File: config.mk
export PLATFORM = sky130hd
export DESIGN_NAME = alu_result_stage
export DESIGN_NICKNAME = d
export VERILOG_FILES = /design/src/rtl/alu_result_stage.sv
export SDC_FILE = /design/constraint.sdc
export NUM_CORES = 1
export LEC_CHECK = 0
export ABC_AREA = 1
export BUFFER_PORTS_ARGS = -buffer_cell sky130_fd_sc_hd__buf_2
export CELL_PAD_IN_SITES_DETAIL_PLACEMENT = 0
export CELL_PAD_IN_SITES_GLOBAL_PLACEMENT = 1
export CORE_MARGIN = 3
export CORE_UTILIZATION = 35
export DETAILED_ROUTE_END_ITERATION = 8
export GPL_TIMING_DRIVEN = 0
export MAX_ROUTING_LAYER = met4
export PLACE_DENSITY = 0.74
export SETUP_SLACK_MARGIN = 0.2
export SYNTH_ARGS = -nofsm -noshare
export SYNTH_HDL_FRONTEND = slang
export SYNTH_SLANG_ARGS = --single-unit
File: constraint.sdc
create_clock -name clk -period 2.4 [get_ports clk]
set_clock_uncertainty 0.15 [all_clocks]
set_input_delay 0.24 -clock clk [delete_from_list [all_inputs] [get_ports clk]]
set_output_delay 0.24 -clock clk [all_outputs]
set_load 0.03 [all_outputs]
File: src/rtl/alu_result_stage.sv
// Write-back stage behind the add/sub ALU: accumulator, flags, result FIFO and drop counter.
// Optional overflow flag (ports a_msb, b_msb, flag_v) is built when ALU_OVF_FLAG_EN is defined.
module alu_result_stage #(
  parameter int W     = 8,
  parameter int DEPTH = 4
) (
  input  logic                     clk,
  input  logic                     rst_n,
  input  logic                     cap_valid,
  output logic                     cap_ready,
  input  logic [W-1:0]             alu_result,
  input  logic                     alu_carry,
  input  logic                     alu_op,
  input  logic                     clr,
  output logic [W-1:0]             acc,
  output logic                     flag_c,
  output logic                     flag_z,
`ifdef ALU_OVF_FLAG_EN
  input  logic                     a_msb,
  input  logic                     b_msb,
  output logic                     flag_v,
`endif
  output logic                     out_valid,
  input  logic                     out_ready,
  output logic [W-1:0]             out_data,
  output logic [$clog2(DEPTH):0]   count,
  output logic [7:0]               drop_cnt
);

  localparam int AW = (DEPTH > 1) ? $clog2(DEPTH) : 1;
  localparam int CW = $clog2(DEPTH) + 1;

  typedef struct packed {
    logic [W-1:0] result;
    logic         carry;
  } cap_t;

  cap_t            cap;
  logic [W-1:0]    mem [DEPTH];
  logic [AW-1:0]   rd_ptr, wr_ptr;
  logic [CW-1:0]   cnt;
  logic [W-1:0]    last_q;
  logic            full, empty, push, pop, drop;

  assign cap   = '{result: alu_result, carry: alu_carry};
  assign full  = (cnt == CW'(DEPTH));
  assign empty = (cnt == '0);

  // Handshake outputs come from registered occupancy only; no full bypass.
  assign cap_ready = !full;
  assign out_valid = !empty;
  assign push      = cap_valid && !full;
  assign pop       = !empty && out_ready;
  assign drop      = cap_valid && full;
  assign count     = cnt;

  // Empty FIFO keeps presenting the last value that was read out.
  assign out_data  = empty ? last_q : mem[rd_ptr];

  always_ff @(posedge clk or negedge rst_n) begin
    if (!rst_n) begin
      acc    <= '0;
      flag_c <= 1'b0;
      flag_z <= 1'b1;
    end else if (clr) begin
      acc    <= '0;
      flag_c <= 1'b0;
      flag_z <= 1'b1;
    end else if (push) begin
      acc    <= cap.result;
      flag_c <= cap.carry;
      flag_z <= (cap.result == '0);
    end
  end

`ifdef ALU_OVF_FLAG_EN
  logic ovf;
  always_comb begin
    ovf = 1'b0;
    if (alu_op) ovf = (a_msb != b_msb) && (alu_result[W-1] != a_msb);
    else        ovf = (a_msb == b_msb) && (alu_result[W-1] != a_msb);
  end

  always_ff @(posedge clk or negedge rst_n) begin
    if (!rst_n)    flag_v <= 1'b0;
    else if (clr)  flag_v <= 1'b0;
    else if (push) flag_v <= ovf;
  end
`else
  logic unused_op;
  assign unused_op = alu_op;
`endif

  always_ff @(posedge clk) begin
    if (push) mem[wr_ptr] <= cap.result;
  end

  always_ff @(posedge clk or negedge rst_n) begin
    if (!rst_n) begin
      rd_ptr <= '0;
      wr_ptr <= '0;
      cnt    <= '0;
      last_q <= '0;
    end else begin
      if (push) wr_ptr <= wr_ptr + AW'(1);
      if (pop) begin
        rd_ptr <= rd_ptr + AW'(1);
        last_q <= mem[rd_ptr];
      end
      unique case ({push, pop})
        2'b10:   cnt <= cnt + CW'(1);
        2'b01:   cnt <= cnt - CW'(1);
        default: cnt <= cnt;
      endcase
    end
  end

  always_ff @(posedge clk or negedge rst_n) begin
    if (!rst_n)                         drop_cnt <= '0;
    else if (drop && drop_cnt != 8'hFF) drop_cnt <= drop_cnt + 8'd1;
  end

endmodule
==> results_dict.tcl, run 1 <==
set metrics [dict create \
    status "finished, final reports clean" \
    final_common_cell "nand2_1" \
    core_um2 8260 \
    die_w_um 98.3 \
    vias_per_cell 4.49 \
    post-route-period-util_pct 86.7 \
    rr_startpoint "count[1]" \
    min_path_cells 1 \
    tightest_slew_ps 752 \
    root_buffer "clkbuf_8" \
    postSynthCellCount 299 \
    clkSinkCount 65 \
    period_needed_ps 2080 \
    cts_tree "built" \
    finalPower_mw 4.66 \
    grt_max_degree 34 \
    rsz0062_at_grt "true" \
    power.leakage_nw 1.67 \
    initial_core_util_pct 36.1 \
    synth_fa_ha_area_share_pct 3.19 \
    drv_cap 0 \
    crit_path_top_delay_cell "dfrtp_2" \
    place_area_um2 3350 \
    io_buffers 44 \
    ys_seq_area_share_pct 60.0 \
    syn_nets 321 \
    drc_errors 0 \
    gp_congestion 0.740 \
    layout-drive-gt1-share_pct 25.6 \
    firstDrtPassIters 6 \
    diodes 0 \
    r2r_cells 11 \
    grt_pass1_vias 2083 \
    cellPowerDensity_nw_per_um2 1280 \
    antenna_found_initial 0 \
    cts_buffer_depth 2 \
    hp-class "input port to flop" \
    fin_cells 472 \
    setup.worst_path.class "flop to flop" \
    ff2ff_setup_slack_ps 320 \
    synth_compound_area_share_pct 4.45 \
    cts_buffers 9 \
    synthesis.area_um2 2980 \
    synthToLayoutAreaGrowth_pct 21.9 \
    syn_area_per_cell_um2 9.97 \
    track_usage_pct 13.9 \
    io_pins 46 \
    place_ws_ps 196 \
    setup_viol 0 \
    die_y_um 98.3 \
    row_count 33 \
    cp-end-kind "flop" \
    crit_chain "nor2_4, buf_4, nand2_4, nand2_8, inv_1, ha_4, inv_2, fa_2, or2_4, nand2_1, xor2_1" \
    fin_tns_setup_ps 0 \
    place_inst 448 \
    crit_buf_inv 3 \
    hold_violations 0 \
    slew_headroom_pct 49.7 \
    finalWirelength_um 5910 \
    postRouteAntennaNets 0 \
    vias 2121 \
    slowest_delay_ps 400 \
    maxSlewViolCount 0 \
    crit_fanout 10 \
    layout_common_cells "nand2_1, buf_2, edfxtp_1" \
    hold_end "mem[2][6]" \
    drt_iter0_drc 129 \
    path_delay_family "simple AND/OR/NAND/NOR gates" \
    cp.arrival_ps 2180 \
    routedWlPerCell_um 12.5 \
    r2r_end "count[2]" \
    fmax_mhz 481 \
    synth_top_family_by_area "simple AND/OR/NAND/NOR gates" \
    htreeDepth 3 \
    place.detailed.hpwl_um 4220 \
    grt_pass1_wl_um 10300 \
    yosys_warnings 0 \
    ys_ff_latch 65 \
    synth-xor-area-share_pct 2.06 \
    grt-ovfl-total 0 \
    clkTransAtPathRegs_ps 70 \
    die_area_um2 9660 \
    fin_ws_ps 320 \
    synth_cell_types 30 \
    hp-start "alu_result[6]" \
    fin_area_um2 3640 \
    peakVddDrop_mv 0.402 \
    crit_required_ps 2500 \
    nNetsFinal 384 \
    setup.worst_path.start_class "flop" \
    yosys.area_share.simple_pct 25.0 \
    synth_mux_area_share_pct 0 \
    clk_latency_ps 320 \
]
==> per-stage QoR <==
step	hold slack (ps)	utilization [%]
2_1_floorplan	-206	-
3_3_place_gp	218	40.6
3_5_place_dp	208	40.6
4_1_cts	8.48	43.4
5_1_grt	15.4	44.0
6_report	25.6	44.0
==> cells by family (layout without fill, tap and decap cells) <==
| logic type | after synthesis | after routing |
|---|---|---|
| buffers and inverters | 30 | 98 |
| flip-flops | 65 | 65 |
| adder cells (fa/ha/maj) | 7 | 7 |
| XOR/XNOR | 7 | 7 |
| AND/OR/NAND/NOR | 165 | 165 |
| AO/OA/AOI/OAI | 25 | 25 |
==> Yosys cell counts (all sizes together) <==
cell / n / share of area, %
a21oi: 2 / 0.34
buf: 7 / 2.3
clkinv: 2 / 0.25
dfrtp: 32 / 27
dfstp: 1 / 0.88
edfxtp: 32 / 32
fa: 1 / 0.67
ha: 6 / 2.5
inv: 21 / 2.8
nand2: 111 / 16
nand3: 29 / 4.9
nand3b: 1 / 0.25
nand4: 3 / 0.63
nor2: 20 / 3.1
o21ai: 23 / 4.1
or2: 1 / 0.21
xnor2: 2 / 0.59
xor2: 5 / 1.5
==> worst max-delay path by stage <==
stage,start,slack [ps],end,cells after the start
after detailed placement,count[1],200,count[2],10
after floorplan,count[1],180,count[2],10
final,count[1],320,count[2],11
after CTS,count[0],220,count[2],10
after global routing,count[1],180,out_data[0],8
after global placement,count[1],220,count[2],10
==> where the power goes <==
| group | leakage, nW | switching [mW] | internal (mW) | total [mW] |
|---|---|---|---|---|
| Sequential | 0.709 | 0.160 | 1.48 | 1.64 |
| Clock | 0.101 | 0.378 | 0.533 | 0.910 |
| Combinational | 0.864 | 1.38 | 0.729 | 2.11 |
| Total | 1.67 | 1.92 | 2.74 | 4.66 |
==> repair_timing <==
action | 4_1_cts | 5_1_grt
buffers inserted | 2 | 4
pin swaps | 1 | 2
endpoints found under the hold margin | 33 | 0
setup endpoints to repair | 1 | 9
gates resized for setup | 0 | 11
hold buffers | 2 | 0
==> layer usage <==
| metal | vias up | track usage [%] | wire (µm) |
|---|---|---|---|
| met1 | 986 | 18.1 | 2910 |
| met4 | 0 | 6.83 | 91 |
| met2 | 33 | 20.6 | 2730 |
| met3 | 5 | 3.07 | 182 |
| li1 | 1097 | - | - |
| met5 | - | - | 0 |
==> sequential cells by signal, indices dropped and copies added, names as in the netlist <==
signal,cells
rd_ptr,2
mem,32
acc,8
count,3
drop_cnt,8
last_q,8
flag_c,1
wr_ptr,2
flag_z,1
==> cell type report <==
class,instances,area (µm²)
inverter,23,93.8
tap,105,131
timing repair buffer,52,298
clock inverter,3,38.8
buffer,7,73.8
sequential,65,1790
fill,842,4620
multi-input combinational,204,1050
clock buffer,13,159
Power figures use the tool's default switching activity.
==> run 2: changes to the inputs <==
--- a/config.mk
+++ b/config.mk
@@ -5,7 +5,6 @@
 export SDC_FILE = /design/constraint.sdc
 export NUM_CORES = 1
 export LEC_CHECK = 0
-export ABC_AREA = 1
 export BUFFER_PORTS_ARGS = -buffer_cell sky130_fd_sc_hd__buf_2
 export CELL_PAD_IN_SITES_DETAIL_PLACEMENT = 0
 export CELL_PAD_IN_SITES_GLOBAL_PLACEMENT = 1
@@ -14,8 +13,9 @@
 export DETAILED_ROUTE_END_ITERATION = 8
 export GPL_TIMING_DRIVEN = 0
 export MAX_ROUTING_LAYER = met4
-export PLACE_DENSITY = 0.74
+export PLACE_DENSITY = 0.71
 export SETUP_SLACK_MARGIN = 0.2
+export SKIP_LAST_GASP = 1
 export SYNTH_ARGS = -nofsm -noshare
 export SYNTH_HDL_FRONTEND = slang
 export SYNTH_SLANG_ARGS = --single-unit
==> run 2 against run 1 <==
Routed wire length down 7.1%. Synthesized cell count is 38% lower. Worst setup slack got worse by 220 ps. Critical path type is now flop to output pin. Largest cell class unchanged. Clock-buffer cell count unchanged. Worst hold slack lost 11 ps. Combinational power rose by 6%. Synthesized area is 6.6% lower. Final cell count decreased by 23%. Final area decreased by 0.62%. Global-route usage decreased by 0.18 points. Non-clock buffer count grew 11. Die area shrank 6.2%.
==> results_dict.tcl, run 2 <==
set metrics [dict create \
    largest_register_ffs 32 \
    grt_pass1_vias 1763 \
    synth-async-reset-ratio_pct 50.8 \
    place.detailed.hpwl_um 3560 \
    use_met2_pct 19.7 \
    place_ws_ps -11.7 \
    fin_tns_setup_ps 0 \
    antenna_found_initial 0 \
    setup.worst_path.class "flop to output pin" \
    cp-end-kind "output pin" \
    met3_usage_pct 3.39 \
    cts_buffer_depth 2 \
    layout_common_cells "buf_2, edfxtp_1, dfrtp_1" \
    final_common_cell "buf_2" \
    cellPowerDensity_nw_per_um2 1300 \
    cts_tree "built" \
    place_area_um2 3150 \
    tightest_slew_ps 777 \
    postRouteAntennaNets 0 \
    setup.worst_path.start_class "flop" \
    io_pins 46 \
    track_usage_pct 13.7 \
    drv_cap 0 \
    period_needed_ps 2300 \
    die_area_um2 9060 \
    post-route-period-util_pct 95.8 \
    nNetsFinal 281 \
    grt_util_met1_pct 18.1 \
    clkTransAtPathRegs_ps 70 \
    synth_cell_types 33 \
    clk_latency_ps 330 \
    vias 1726 \
    drt_iter0_drc 156 \
    syn_nets 207 \
    root_buffer "clkbuf_8" \
    diodes 0 \
    fin_ws_ps 101 \
    io_buffers 43 \
    synth_top_cell_by_area "edfxtp_1" \
    ys_seq_area_share_pct 64.2 \
    drc_errors 0 \
    power.leakage_nw 1.57 \
    syn_area_per_cell_um2 15.0 \
    gp_congestion 0.724 \
    htreeDepth 3 \
    cp.arrival_ps 1910 \
    cts_buffers 9 \
    ys_ff_latch 65 \
    yosys-top-cells-area "edfxtp_1, dfrtp_1, mux4_2" \
    synthesis.area_um2 2780 \
    crit_fanout 5 \
    maxSlewViolCount 0 \
    routedWlPerCell_um 15.1 \
    synthToLayoutAreaGrowth_pct 29.8 \
    status "finished, final reports clean" \
    grt_busiest_layer "met2" \
    core_um2 7490 \
    grt-ovfl-total 0 \
    slew_headroom_pct 48.2 \
    synth_top_area_share_pct 34.5 \
    vias_per_cell 4.75 \
    regMostFlops "mem" \
    ys.flop_type "edfxtp_1" \
    fin_area_um2 3610 \
    hold_violations 0 \
    crit_required_ps 2010 \
    initial_core_util_pct 37.2 \
    clkSinkCount 65 \
    layout-drive-gt1-share_pct 43.9 \
    synth_edf_count 32 \
    firstDrtPassIters 4 \
    postSynthCellCount 185 \
    die_w_um 95.2 \
    rsz0062_at_grt "true" \
    finalWirelength_um 5500 \
    row_count 31 \
    fmax_mhz 435 \
    yosys_warnings 0 \
    die_y_um 95.2 \
    setup_viol 0 \
    grt_pass1_wl_um 8960 \
    hp-class "input port to flop" \
    peakVddDrop_mv 0.461 \
    grt_max_degree 34 \
    ys_top_cells_by_count "dfrtp_1, edfxtp_1, nand2_1" \
]
==> run 2: power breakdown <==
group / leakage, nW / switching [mW] / total [mW] / internal, mW
clock network: 0.0847 / 0.380 / 0.805 / 0.425
registers: 0.703 / 0.160 / 1.65 / 1.49
logic: 0.778 / 1.10 / 2.23 / 1.13
==> run 2: layout make-up <==
| type | count | area, µm² |
|---|---|---|
| tap | 99 | 124 |
| buffer | 7 | 78.8 |
| sequential | 65 | 1790 |
| multi-input combinational | 107 | 976 |
| clock buffer | 13 | 159 |
| clock inverter | 3 | 15.0 |
| inverter | 6 | 22.5 |
| timing repair buffer | 63 | 447 |
| fill | 671 | 3870 |
==> run 2: path summary, 6_finish.rpt <==
check | from | to | slack [ps] | depth (start not counted)
max | rd_ptr[0] | out_data[1] | 100 | 4
min | alu_result[3] | mem[1][3] | 10 | 1
max reg2reg | count[0] | count[2] | 110 | 10
min reg2reg | last_q[7] | last_q[7] | 360 | 1
max in group asynchronous | rst_n | count[0] | 1170 | 2
min in group asynchronous | rst_n | drop_cnt[4] | 380 | 2
==> run 2: cells by family after synthesis <==
group / count (synthesis) / synth area share, %
xor+xnor: 11 / 3.46
fa+ha+maj: 7 / 3.42
mux: 28 / 15.5
simple gates: 49 / 8.67
buf+inv: 13 / 2.47
flops: 65 / 64.2
compound gates: 12 / 2.29
==> run 2: critical path, stage by stage, from the launching register on <==
cell and delay (ps):
dfrtp_1 440, buf_12 160, mux4_2 530, mux2_2 280
buf_2 180
==> run 2: stage by stage <==
stage	cells	power (mW)	util, %	hold WS (ps)
after detailed placement	327	3.42	42.1	210
after global placement	327	3.40	42.1	222
final	363	4.68	48.3	14.7
after floorplan	185	2.98	-	-206
after CTS	358	4.46	46.6	4.11
after global routing	363	4.97	48.3	14.5
==> run 2: what timing repair did <==
item / 4_1_cts / 5_1_grt
hold endpoints to repair: 37 / 0
setup endpoints to repair: 10 / 10
resized for setup: 10 / 24
hold buffers: 3 / 0
pin swaps: 3 / 2
gates cloned: 0 / 1
setup buffers: 12 / 4
==> run 2: metal layers <==
layer | vias to the layer above | part of all wire [%] | routed length, µm
met5 | - | 0 | 0
met2 | 47 | 48 | 2630
met1 | 853 | 45 | 2480
li1 | 815 | - | -
met4 | 0 | 2.2 | 122
met3 | 11 | 4.8 | 262
==> run 3: changes to the inputs <==
--- a/config.mk
+++ b/config.mk
@@ -14,6 +14,7 @@
 export GPL_TIMING_DRIVEN = 0
 export MAX_ROUTING_LAYER = met4
 export PLACE_DENSITY = 0.71
+export RECOVER_POWER = 100
 export SETUP_SLACK_MARGIN = 0.2
 export SKIP_LAST_GASP = 1
 export SYNTH_ARGS = -nofsm -noshare
==> run 3 against run 2 <==
Combinational power down 2%. Clock power hardly changed. Final area is 1.4% lower. Via count down 0.64%. Worst hold slack gained 54 ps. Critical path depth is the same. Final cell count stayed put. Die area unchanged. Clock-buffer cell count unchanged. Critical endpoint unchanged.
==> results_dict.tcl, run 3 (same netlist as run 2, synthesis figures left out) <==
set metrics [dict create \
    grt_pass1_wl_um 8960 \
    tightest_slew_ps 856 \
    multi_input_area_um2 976 \
    wl_met2_um 2670 \
    cts_buffer_depth 2 \
    cp.arrival_ps 1910 \
    setup_viol 0 \
    die_y_um 95.2 \
    fmax_mhz 435 \
    final_common_cell "clkbuf_1" \
    routed-wl-met3_um 243 \
    initial_core_util_pct 37.2 \
    drv_cap 0 \
    vias_per_cell 4.72 \
    cts_tree "built" \
    fin_tns_setup_ps 0 \
    drt_iter0_drc 124 \
    layout_common_cells "clkbuf_1, edfxtp_1, dfrtp_1" \
    vias 1715 \
    core_um2 7490 \
    crit_path_top_delay_cell "mux4_2" \
    fin_cells 363 \
    setup.worst_path.class "flop to output pin" \
    clkTransAtPathRegs_ps 70 \
    root_buffer "clkbuf_8" \
    die_w_um 95.2 \
    finalWirelength_um 5450 \
    gp_congestion 0.724 \
    die_area_um2 9060 \
    layout-drive-gt1-share_pct 31.8 \
    power.leakage_nw 1.46 \
    status "finished, final reports clean" \
    cts_buffers 9 \
    firstDrtPassIters 4 \
    track_usage_pct 13.7 \
    postRouteAntennaNets 0 \
    routedWlPerCell_um 15.0 \
    met1_length_um 2410 \
    hold_ws_ps 68.6 \
    hold_violations 0 \
    diodes 0 \
    drc_errors 0 \
    ff2ff_setup_slack_ps 110 \
    largest_register_ffs 32 \
    htreeDepth 3 \
    min_path_cells 3 \
    post-route-period-util_pct 95.9 \
    grt_pass1_vias 1763 \
    grt_max_degree 34 \
    cp-end-kind "output pin" \
    final_util_pct 47.6 \
    nNetsFinal 281 \
    setup.worst_path.start_class "flop" \
    peakVddDrop_mv 0.450 \
    io_buffers 43 \
    crit_required_ps 2010 \
    rsz0062_at_grt "true" \
    slew_headroom_pct 42.9 \
    regArea_um2 1790 \
    clkSinkCount 65 \
    antenna_found_initial 0 \
    synthToLayoutAreaGrowth_pct 28.0 \
    regMostFlops "mem" \
    period_needed_ps 2300 \
    maxSlewViolCount 0 \
    dr.max_layer_used "met4" \
    cellPowerDensity_nw_per_um2 1300 \
    hp-class "input port to flop" \
    crit_chain "buf_12, mux4_2, mux2_2, buf_2" \
    slowest_delay_ps 530 \
    row_count 31 \
    crit_fanout 5 \
    place.detailed.hpwl_um 3560 \
    r2r_cells 10 \
    io_pins 46 \
    clk_latency_ps 330 \
    place_inst 327 \
    fill_cells 688 \
    grt-ovfl-total 0 \
]
run 3: area by class of cell:
type,count,share of cell area (%)
clock buffer,13,4.46
inverter,6,0.632
clock inverter,3,0.421
multi-input combinational,107,27.4
buffer,7,2.21
timing repair buffer,63,11.1
sequential,65,50.3
tap,99,3.48
run 3: critical path, delay by kind of cell, from the launching register on:
family | cells | cell delay, ps
buf+inv | 2 | 340
flops | 1 | 440
mux | 2 | 810
run 3: final timing paths:
| kind | startpoint | endpoint |
|---|---|---|
| worst max-delay path | rd_ptr[0] | out_data[1] |
| worst min-delay path | alu_result[3] | acc[3] |
| worst max register to register | count[0] | count[2] |
| worst min register to register | last_q[7] | last_q[7] |
| max in group asynchronous | rst_n | count[0] |
| min in group asynchronous | rst_n | drop_cnt[3] |
run 3: what timing repair did:
| item | in CTS | in global routing |
|---|---|---|
| cloned | 0 | 1 |
| hold endpoints to repair | 37 | 0 |
| resized for setup | 10 | 24 |
| endpoints found under the setup margin | 10 | 10 |
| hold buffers | 3 | 0 |
| pin swaps | 3 | 2 |
| buffers inserted | 12 | 4 |
run 3: where the power goes:
group          internal, mW  leakage, nW  total (mW)  switching (mW)
clock network         0.425       0.0847       0.804           0.379
logic                  1.09        0.667        2.19            1.09
registers              1.49        0.703        1.65           0.161
total                  3.00         1.46        4.63            1.63
run 3: metal layers:
layer  global-route usage, %  vias to the layer above
met5                       -                        -
met4                    7.21                        0
met3                    3.39                       11
met2                    19.7                       40
met1                    18.1                      853
li1                        -                      811
run 3: through the flow:
stage | area, µm² | setup slack, ps | power [mW]
finish | 3560 | 98.9 | 4.63
global route | 3560 | -1.40 | 4.93
CTS | 3490 | 106 | 4.46
detailed placement | 3150 | -11.7 | 3.42
global placement | 3150 | 19.8 | 3.40
floorplan | 2810 | -18.0 | 2.98
